### src/rtl/wb_arbiter_rr.sv
// wb_arbiter_rr: N-master round-robin arbiter for a single-beat Wishbone classic bus.
// Define WB_ARBITER_TIMEOUT_EN to end a transaction with an error ack when the slave never answers.
module wb_arbiter_rr #(
  parameter int N    = 2,
  parameter int DW   = 32,
  parameter int AW   = 16,
  parameter int TO_W = 8
) (
  input  logic                clk,
  input  logic                rst_n,
  input  logic [N*AW-1:0]     m_addr,
  input  logic [N*DW-1:0]     m_wdata,
  input  logic [N*DW/8-1:0]   m_wmsk,
  input  logic [N-1:0]        m_we,
  input  logic [N-1:0]        m_cyc,
  output logic [DW-1:0]       m_rdata,
  output logic [N-1:0]        m_ack,
  output logic [N-1:0]        m_err,
  output logic [AW-1:0]       s_addr,
  output logic [DW-1:0]       s_wdata,
  output logic [DW/8-1:0]     s_wmsk,
  output logic                s_we,
  output logic                s_cyc,
  input  logic [DW-1:0]       s_rdata,
  input  logic                s_ack,
  output logic [N-1:0]        grant
);
  localparam int LW = N > 1 ? $clog2(N) : 1;
  localparam int MW = DW / 8;
  typedef enum logic {IDLE, BUSY} state_t;
  state_t        state_q, state_d;
  logic [N-1:0]  grant_q, grant_d;
  logic [LW-1:0] last_q, last_d, g, j;
  logic          busy, live, tc, done;
  always_comb begin
    g = '0;
    for (int i = 0; i < N; i++) if (grant_q[i]) g = LW'(i);
  end
  assign busy  = state_q == BUSY;
  assign live  = busy & m_cyc[g];
  assign done  = live & (s_ack | tc);
  assign grant = grant_q;
  // g is 0 while idle, so the slave-side mux rests on master 0
  assign s_addr  = m_addr[g*AW +: AW];
  assign s_wdata = m_wdata[g*DW +: DW];
  assign s_wmsk  = m_wmsk[g*MW +: MW];
  assign s_we    = busy & m_we[g];
  assign s_cyc   = live & ~tc;
  assign m_ack   = done ? N'(1) << g : '0;
  assign m_err   = tc ? N'(1) << g : '0;
  assign m_rdata = tc ? '1 : s_rdata;
`ifdef WB_ARBITER_TIMEOUT_EN
  logic [TO_W-1:0] to_cnt_q, to_cnt_d;
  assign tc       = live & ~s_ack & (&to_cnt_q);
  assign to_cnt_d = busy & ~s_ack ? to_cnt_q + 1'b1 : '0;
  always_ff @(posedge clk or negedge rst_n)
    if (!rst_n) to_cnt_q <= '0;
    else        to_cnt_q <= to_cnt_d;
`else
  assign tc = 1'b0;
`endif
  // search starts just after the last owner, so it has lowest priority next
  always_comb begin
    state_d = state_q;
    grant_d = grant_q;
    last_d  = last_q;
    j       = '0;
    if (!busy) begin
      grant_d = '0;
      for (int i = N; i >= 1; i--) begin
        j = LW'((int'(last_q) + i) % N);
        if (m_cyc[j]) grant_d = N'(1) << j;
      end
      state_d = |m_cyc ? BUSY : IDLE;
    end else if (!live || done) begin
      state_d = IDLE;
      grant_d = '0;
      last_d  = g;
    end
  end
  always_ff @(posedge clk or negedge rst_n)
    if (!rst_n) begin
      state_q <= IDLE;
      grant_q <= '0;
      last_q  <= LW'(N - 1);
    end else begin
      state_q <= state_d;
      grant_q <= grant_d;
      last_q  <= last_d;
    end
endmodule

### config.mk
export PLATFORM = sky130hd
export DESIGN_NAME = wb_arbiter_rr
export DESIGN_NICKNAME = d
export VERILOG_FILES = /design/src/rtl/wb_arbiter_rr.sv
export SDC_FILE = /design/constraint.sdc
export NUM_CORES = 1
export LEC_CHECK = 0
export BUFFER_PORTS_ARGS = -buffer_cell sky130_fd_sc_hd__buf_4
export CAP_MARGIN = 20
export CORE_AREA = 2 2 92 94
export CTS_CLUSTER_DIAMETER = 80
export CTS_CLUSTER_SIZE = 25
export DETAILED_ROUTE_END_ITERATION = 10
export DIE_AREA = 0 0 94 96
export PLACE_DENSITY = 0.6
export SETUP_SLACK_MARGIN = 0.5
export SKIP_LAST_GASP = 1
export SYNTH_ARGS = -nofsm -noshare
export SYNTH_HDL_FRONTEND = slang
export SYNTH_SLANG_ARGS = --single-unit
### constraint.sdc
create_clock -name clk -period 1.73 [get_ports clk]
set_input_delay 0.346 -clock clk [delete_from_list [all_inputs] [get_ports clk]]
set_output_delay 0.346 -clock clk [all_outputs]
set_load 0.03 [all_outputs]
==> impl_results.md, run 1 <==
* Chip Width at approximately 94 µm
* Detailed-route vias per instance at 3.80
* Worst hold path class: in2reg
* Placed Instances at 355
* Final setup margin at -39.9 ps
* Worst hold start: m_cyc[0]
* Bufs on Longest Clock Path at 2
* Root Buffer: clkbuf_8
* Most common cell after layout, fill and taps aside: buf_4
* GRT overflow at 0
* WS Path Type: reg2out
* Antenna violation net count after detailed routing at 0
* Ratio of cells with drive above 1 in the final layout at 91.0%
* CTS tree: done
* Maximum VDD drop at 0.305 mV
* Fmax at 565 MHz
* Endpoints failing hold at 0
* IO Count at roughly 240
* Clk Latency, worst-skew pair at around 210 ps
* Starting Density at 14.4%
* Final WL at 4250 µm
* Area after DPL at 2340 µm²
* Critical Path Sink Type: output port
* Layout Nets at 400
* Min Hold Slack at just over 400 ps
* Synth top area cells: mux2_2, buf_4, dfrtp_1
* Core outline area at 8050 µm²
* Post-synth EDFFs at 0
* Most area-hungry cell type in the Yosys netlist: mux2_2
* Final Skew at around 4.1 ps
* Most frequent cells in the layout: buf_4, mux2_2, mux2_4
* FP Rows at 33
* DIE HEIGHT at ~96 µm
* Fin util at 30.1%
* Post-place setup slack at 157 ps
* Crit Path Max Fanout at 3
* #FFs+latches synth at 4
* Fin crit share at 102%
* Sequential share of the synthesized area at 8.77%
* Unrepaired setup endpoints after global routing: yes
* Vias in the first global route at roughly 1,200
* R2R Path Start: grant[1]$_DFFE_PN0P_
* DRT Pass-1 Iters at 3
* Tmin final at between 1500 and 2000 ps
* Startpoint Class: flip-flop
* Largest net degree at the start of global routing at 34
* GPL Wtd Cong at 0.763
* HPWL Detailed at around 3700 µm
* Pwr dens at 603 nW/µm²
* Critical Path RT at roughly 1400 ps
* First-pass GRT wire length at 5290 µm
* Total clock buffers created by CTS at 3
* I/O Buffers at around 170
* Synthesized area at around 1200 µm²
* Syn_area_per_cell at 9.63 µm²
* CP Launch Point: grant[1]$_DFFE_PN0P_
* Gr usage total at 7.29%
* Post-route cell area at ~2400 µm²
* CTS Sinks at 4
* Failing checks: setup timing
* Area delta synth->final at 109%
* Initial antenna violation count at 0
* Ant. Diodes at 0
* Syn Inst Count at 120
* Pleak at 1.24 nW
* Synth top area share at 47.7%
* Number of remaining DRC errors at 0
* Clock-pin slew on the worst setup and hold paths at 30 ps
* Final total power at 1.46 mW
* Fill cell count at 862
* Outcome: finished with violations
* Distinct cell type count after synthesis at 23
* Count of pins over their slew limit at 0
* Die ar. at 9020 µm²
* Max-cap violation count at 0
* Endpoints failing setup at 16
* H-Tree Depth at 1
* WL/cell at 11.8 µm
* Number of warnings issued by yosys at 0
* Routed via count at 1,371
* Async SR Flop Fraction at 100%
* Setup TNS at -324 ps
* Post-route insts no fill at 361
* 1st-iter DRT viols at 7
* Primary FF master, synth: dfrtp_1
* Worst path arrival time at 1420 ps
## area by class of cell
cell class              instances  area [µm²]  area share [%]
well taps                     105         131            5.43
clock buffers                   4        45.0            1.86
flip-flops and latches          4         103            4.24
repair buffers                172        1330            55.1
multi-input cells              73         796            32.9
inverters                       3        11.3           0.465
## critical path, stage by stage (launching register included)
cell	delay, ps
dfrtp_2	440
mux2_4	310
and2_4	170
and3_4	160
buf_6	130
## kinds of logic after synthesis
family,after synthesis,share of synthesized area [%]
other,1,0.324
and+or+nand+nor,9,4.87
muxes,54,52.8
buffers and inverters,44,29.0
AOI/OAI and AO/OA,8,4.22
DFF,4,8.77
## what timing repair did
| action | CTS | global route |
|---|---|---|
| buffers inserted | 1 | 0 |
| hold endpoints to repair | 3 | 0 |
| hold buffers | 1 | 0 |
| gates resized for setup | 3 | 1 |
| endpoints found under the setup margin | 57 | 59 |
| pin swaps | 0 | 0 |
## report_power, final
| group | leakage, nW | switching [mW] | internal, mW |
|---|---|---|---|
| sequential | 0.0468 | 0.0165 | 0.111 |
| combinational | 1.17 | 0.551 | 0.579 |
| clock | 0.0228 | 0.0445 | 0.157 |
| total | 1.24 | 0.612 | 0.847 |
## cell usage after synthesis, types with 2 or more instances
cell     count
a21oi_1      2
and3_1       2
buf_4       35
buf_6        5
dfrtp_1      3
inv_1        3
mux2_1       3
mux2_2      49
nor2b_1      2
o21ai_0      3
## layer usage
layer	GRT usage [%]	share of wire (%)
met1	7.10	31
met2	14.6	57
met3	2.04	12
met4	2.42	0.68
met5	0	0
## path summary, 6_finish.rpt
check | cells after the start | endpoint | slack (ps)
max | 4 | m_ack[0] | -40
min | 2 | busy$_DFF_PN0_ | 400
max reg2reg | 4 | busy$_DFF_PN0_ | 510
min reg2reg | 2 | last_q$_DFFE_PN1P_ | 520
max in group asynchronous | 2 | last_q$_DFFE_PN1P_ | 1060
min in group asynchronous | 2 | grant[0]$_DFFE_PN0P_ | 470
## flip-flops by register name, summed over array words and instances, names as in the netlist
register,count
busy,1
grant,2
last_q,1
(Power assumes the default switching activity.)
==> run 2, diff against run 1 <==
--- a/config.mk
+++ b/config.mk
@@ -12,7 +12,7 @@
 export CTS_CLUSTER_SIZE = 25
 export DETAILED_ROUTE_END_ITERATION = 10
 export DIE_AREA = 0 0 94 96
-export PLACE_DENSITY = 0.6
+export PLACE_DENSITY = 0.61
 export SETUP_SLACK_MARGIN = 0.5
 export SKIP_LAST_GASP = 1
 export SYNTH_ARGS = -nofsm -noshare
==> run 2 against run 1 <==
  * The run still ends with setup timing left
  * Flip-flop and latch count unchanged
  * Clock-buffer cell count unchanged
  * First-iteration DRC count grew 140%
  * Hold slack better by 0.90 ps
  * Clock power up 2%
  * Combinational power hardly changed
  * Via count is 0.22% higher
  * Register-to-register slack got worse by 20 ps
  * Sequential share of layout area is essentially flat
  * Sequential power about the same
  * Routed wire length decreased by 2.7%
  * Critical path type unchanged
  * Highest routed layer unchanged
==> impl_results.md, run 2 (synthesized netlist as in run 1, its figures left out) <==
* Area delta synth->final at 109%
* Outcome: finished with violations
* Gr usage total at 7.76% (+0.48 points)
* Pwr dens at 604 nW/µm² (+0.15%)
* First-pass GRT wire length at 5590 µm (+5.6%)
* 1st-iter DRT viols at 17 (+10)
* Unrepaired setup endpoints after global routing: yes
* CP Cell Sequence: mux2_4 -> and2_4 -> and3_4 -> buf_6
* CTS tree: done
* Most common cell after layout, fill and taps aside: buf_4
* Pleak at 1.24 nW (about the same)
* Routed via count at 1,374 (+0.22%)
* Startpoint Class: flip-flop
* Min Hold Slack at 403 ps (+0.904 ps)
* Die ar. at 9020 µm² (unchanged)
* R2R Path Start: grant[1]$_DFFE_PN0P_
* Routed length on met3 at 505 µm (+0.80%)
* Clk Latency, worst-skew pair at 220 ps (about the same)
* Largest net degree at the start of global routing at 34 (unchanged)
* Final WL at 4130 µm (-2.7%)
* IO Count at 235 (unchanged)
* HPWL Detailed at 3640 µm (-2.2%)
* Fmax at 562 MHz (-0.55%)
* Core outline area at 8050 µm² (unchanged)
* Crit path capture: m_ack[1]
* Fill cell count at 816 (-5.3%)
* Flop2flop setup slack at 490 ps (-20 ps)
* Post-place setup slack at 154 ps (-2.58 ps)
* CP Launch Point: grant[1]$_DFFE_PN0P_
* Max-cap violation count at 0 (unchanged)
* Slowest stage delay, CP at 440 ps (about the same)
* Total clock buffers created by CTS at 3 (unchanged)
* WS Path Type: reg2out
* Critical Path Sink Type: output port
* Final setup margin at -49.7 ps (-9.78 ps)
* Vias in the first global route at 1,264 (+7.5%)
* Ratio of cells with drive above 1 in the final layout at 91.0% (unchanged)
* Met2 wire len at 2220 µm (-7.7%)
* Worst hold start: m_cyc[1]
* Clock-pin slew on the worst setup and hold paths at 30 ps (about the same)
* RR Endpoint: busy$_DFF_PN0_
* Chip Width at 94 µm (unchanged)
* Root Buffer: clkbuf_8
* Detailed-route vias per instance at 3.81 (+0.22%)
* Number of remaining DRC errors at 0 (unchanged)
* GPL Wtd Cong at 0.800 (+4.9%)
* WL/cell at 11.4 µm (-2.7%)
* Worst path arrival time at 1430 ps (about the same)
* Multi-input logic area at 796 µm² (unchanged)
* GRT overflow at 0 (unchanged)
* Count of pins over their slew limit at 0 (unchanged)
* Layout Nets at 400 (unchanged)
* Ant. Diodes at 0 (unchanged)
* Register-to-Register Path Depth at 4 (unchanged)
* Critical Path RT at 1380 ps (about the same)
* FP Rows at 33 (unchanged)
* H-Tree Depth at 1 (unchanged)
* Worst hold path class: in2reg
* Tmin final at 1780 ps (+9.78 ps)
* Max Used Layer: met4
* Fin crit share at 103% (+0.57 points)
* CTS Sinks at 4 (unchanged)
* Starting Density at 14.4% (unchanged)
* Critical path's slowest cell: dfrtp_2
* Fin util at 30.0% (-0.047 points)
* Bufs on Longest Clock Path at 2 (unchanged)
* Failing checks: setup timing
* Max FFs per register at 2 (unchanged)
* Met1 Wirelength at 1310 µm (about the same)
* Endpoints failing hold at 0 (unchanged)
* DRT Pass-1 Iters at 4 (+1)
* Initial antenna violation count at 0 (unchanged)
* Antenna violation net count after detailed routing at 0 (unchanged)
* Crit Path Max Fanout at 3 (unchanged)
* DIE HEIGHT at 96 µm (unchanged)
* Final Skew at 0.496 ps (-3.64 ps)
* Register area at 103 µm² (unchanged)
* Maximum VDD drop at 0.362 mV (+19%)
* Endpoints failing setup at 18 (+2)
* Most frequent cells in the layout: buf_4, mux2_2, mux2_4
* I/O Buffers at 168 (unchanged)
run 2: cell counts in the layout (fill, tap and decap cells not counted):
Identical to the previous run, type by type.
run 2: worst min path at each step:
stage | slack, ps | to | depth (start not counted)
2_1_floorplan | 50 | busy$_DFF_PN0_ | 0
3_3_place_gp | 140 | grant[0]$_DFFE_PN0P_ | 1
3_5_place_dp | 140 | grant[0]$_DFFE_PN0P_ | 1
4_1_cts | 400 | busy$_DFF_PN0_ | 2
5_1_grt | 400 | grant[1]$_DFFE_PN0P_ | 2
6_report | 400 | grant[1]$_DFFE_PN0P_ | 2
run 2: layout make-up:
| class | instances | share of cell area [%] |
|---|---|---|
| timing repair buffer | 172 | 55.0 |
| multi-input combinational | 73 | 32.9 |
| tap | 105 | 5.44 |
| sequential | 4 | 4.25 |
| clock buffer | 4 | 1.86 |
| inverter | 3 | 0.466 |
run 2: critical path, delay by kind of cell, from the launching register on:
family,cells,cell delay [ps]
DFF,1,440
buffers and inverters,1,130
muxes,1,320
and+or+nand+nor,2,320
run 2: power breakdown:
part	leakage, nW	switching (mW)	internal [mW]
Sequential	0.0468	0.0173	0.111
Clock	0.0228	0.0479	0.157
Combinational	1.17	0.548	0.577
run 2: per-layer routing:
metal | vias up | track usage (%)
li1 | 656 | -
met1 | 592 | 7.66
met2 | 108 | 15.0
met5 | - | 0
met4 | 0 | 3.50
met3 | 18 | 2.19
run 2: stage by stage:
step | TNS (ps) | instances | total power [mW] | area (µm²)
2_1_floorplan | 0 | 121 | 0.955 | 1240
3_3_place_gp | 0 | 355 | 1.25 | 2340
3_5_place_dp | 0 | 355 | 1.25 | 2340
4_1_cts | -685 | 360 | 1.47 | 2400
5_1_grt | -2050 | 361 | 1.54 | 2420
6_report | -507 | 361 | 1.46 | 2420
run 2: what timing repair did:
| item | 4_1_cts | 5_1_grt |
|---|---|---|
| hold buffers | 1 | 0 |
| gates resized for setup | 2 | 1 |
| setup endpoints to repair | 58 | 59 |
| buffers inserted | 0 | 1 |
| hold endpoints to repair | 3 | 0 |
==> run 3, diff against run 2 <==
--- a/config.mk
+++ b/config.mk
@@ -13,6 +13,7 @@
 export DETAILED_ROUTE_END_ITERATION = 10
 export DIE_AREA = 0 0 94 96
 export PLACE_DENSITY = 0.61
+export RECOVER_POWER = 25
 export SETUP_SLACK_MARGIN = 0.5
 export SKIP_LAST_GASP = 1
 export SYNTH_ARGS = -nofsm -noshare
==> run 3 against run 2 <==
  * Utilization barely moved
  * The run still ends with setup timing left
  * Routed wire length fell by 0.29%
  * Clock power barely moved
  * Highest routed layer unchanged
  * Global-route usage did not move
  * Critical path depth did not move
  * Worst setup slack barely moved
  * Register-to-register slack barely moved
  * Die area did not move
  * Hold slack barely moved
==> impl_results.md, run 3 (synthesized netlist as in run 1, its figures left out) <==
* Outcome: finished with violations
* Failing checks: setup timing
* RR Endpoint: busy$_DFF_PN0_
* GRT overflow at 0 (unchanged)
* Count of pins over their slew limit at 0 (unchanged)
* Top cell family by delay on the critical path: flip-flops
* Fin crit share at 103% (about the same)
* Slowest stage delay, CP at 440 ps (about the same)
* Layout Nets at 400 (unchanged)
* IO Count at 235 (unchanged)
* Endpoints failing setup at 18 (unchanged)
* GPL Wtd Cong at 0.800 (unchanged)
* FP Rows at 33 (unchanged)
* Total clock buffers created by CTS at 3 (unchanged)
* Critical path's slowest cell: dfrtp_2
* CTS Sinks at 4 (unchanged)
* Initial antenna violation count at 0 (unchanged)
* H-Tree Depth at 1 (unchanged)
* Most frequent cells in the layout: buf_4, mux2_2, mux2_4
* DRT Pass-1 Iters at 4 (unchanged)
* HPWL Detailed at 3640 µm (unchanged)
* Crit Path Max Fanout at 3 (unchanged)
* Final Skew at 0.513 ps (+0.0175 ps)
* Bufs on Longest Clock Path at 2 (unchanged)
* Area delta synth->final at 109%
* Clk Latency, worst-skew pair at 220 ps (about the same)
* Register-to-Register Path Depth at 4 (unchanged)
* Routed via count at 1,374 (unchanged)
* Unrepaired setup endpoints after global routing: yes
* Core outline area at 8050 µm² (unchanged)
* Maximum VDD drop at 0.361 mV (-0.13%)
* First-pass GRT wire length at 5590 µm (unchanged)
* Clock-pin slew on the worst setup and hold paths at 30 ps (about the same)
* 1st-iter DRT viols at 18 (+1)
* R2R Path Start: grant[1]$_DFFE_PN0P_
* Max-cap violation count at 0 (unchanged)
* DIE HEIGHT at 96 µm (unchanged)
* Root Buffer: clkbuf_8
* Pleak at 1.23 nW (-0.29%)
* I/O Buffers at 168 (unchanged)
* CTS tree: done
* WL/cell at 11.4 µm (-0.29%)
* Ratio of cells with drive above 1 in the final layout at 90.6% (-0.39 points)
* Critical Path Sink Type: output port
* Fin util at 30.0% (-0.047 points)
* Gr usage total at 7.76% (unchanged)
* Fmax at 562 MHz (about the same)
* Final setup margin at -49.9 ps (-0.144 ps)
* Pwr dens at 604 nW/µm² (about the same)
* Crit path capture: m_ack[1]
* Detailed-route vias per instance at 3.81 (unchanged)
* CP Cell Sequence: mux2_4 -> and2_4 -> and3_4 -> buf_6
* Endpoints failing hold at 0 (unchanged)
* Startpoint Class: flip-flop
* Starting Density at 14.4% (unchanged)
* Worst path arrival time at 1430 ps (about the same)
* Post-place setup slack at 154 ps (unchanged)
* Max FFs per register at 2 (unchanged)
* Critical path buffers and inverters at 1 (unchanged)
* Vias in the first global route at 1,264 (unchanged)
* Number of remaining DRC errors at 0 (unchanged)
* Antenna violation net count after detailed routing at 0 (unchanged)
* Final WL at 4120 µm (-0.29%)
* Critical Path RT at 1380 ps (about the same)
* Most common cell after layout, fill and taps aside: buf_4
* Worst hold path class: in2reg
* CP Launch Point: grant[1]$_DFFE_PN0P_
* Die ar. at 9020 µm² (unchanged)
* Flop2flop setup slack at 500 ps (about the same)
* WS Path Type: reg2out
* Chip Width at 94 µm (unchanged)
* Ant. Diodes at 0 (unchanged)
* Largest net degree at the start of global routing at 34 (unchanged)
* Tmin final at 1780 ps (+0.144 ps)
* Critical path depth at 4 (unchanged)
-- run 3: changes by cell type in the layout (fill, tap and decap cells not counted) --
cell      previous run  this run
clkbuf_1             1         2
buf_4              166       165
-- run 3: worst min-delay path by stage --
stage	start	endpoint	slack, ps	depth (start not counted)
2_1_floorplan	rst_n	busy$_DFF_PN0_	50	0
3_3_place_gp	rst_n	grant[0]$_DFFE_PN0P_	140	1
3_5_place_dp	rst_n	grant[0]$_DFFE_PN0P_	140	1
4_1_cts	m_cyc[0]	busy$_DFF_PN0_	400	2
5_1_grt	m_cyc[1]	grant[1]$_DFFE_PN0P_	400	2
6_report	m_cyc[1]	grant[1]$_DFFE_PN0P_	400	2
-- run 3: stage by stage --
stage	std cells	instance area (µm²)	TNS [ps]	power [mW]	hold slack [ps]
final	361	2410	-511	1.46	404
after detailed placement	355	2340	0	1.25	145
after floorplan	121	1240	0	0.955	50.4
after CTS	360	2400	-685	1.47	397
after global routing	361	2410	-2050	1.54	402
after global placement	355	2340	0	1.25	143
-- run 3: area by class of cell --
type	instances	area (µm²)
well taps	105	131
multi-input cells	73	796
inverters	3	11.3
flip-flops and latches	4	103
fillers	818	5640
clock buffers	4	45.0
repair buffers	172	1330
-- run 3: report_power, final --
group	internal (mW)	switching (mW)	total, mW
clock	0.157	0.0478	0.205
sequential	0.111	0.0173	0.129
combinational	0.576	0.548	1.12
-- run 3: worst register-to-register path: cells and delay by family (launching register included) --
family	cells	cell delay (ps)
AO/OA/AOI/OAI	2	350
buffers and inverters	2	320
flip-flops	1	440
-- run 3: timing repair --
| action | CTS | global route |
|---|---|---|
| resized for setup | 2 | 1 |
| buffers inserted | 0 | 1 |
| setup endpoints to repair | 58 | 59 |
| hold buffers | 1 | 0 |
| hold endpoints to repair | 3 | 0 |
-- run 3: layer usage --
metal | track usage (%) | wire length (µm) | vias to the layer above
met3 | 2.19 | 500 | 18
li1 | - | - | 656
met5 | 0 | 0 | -
met4 | 3.50 | 97 | 0
met2 | 15.0 | 2220 | 106
met1 | 7.66 | 1310 | 594
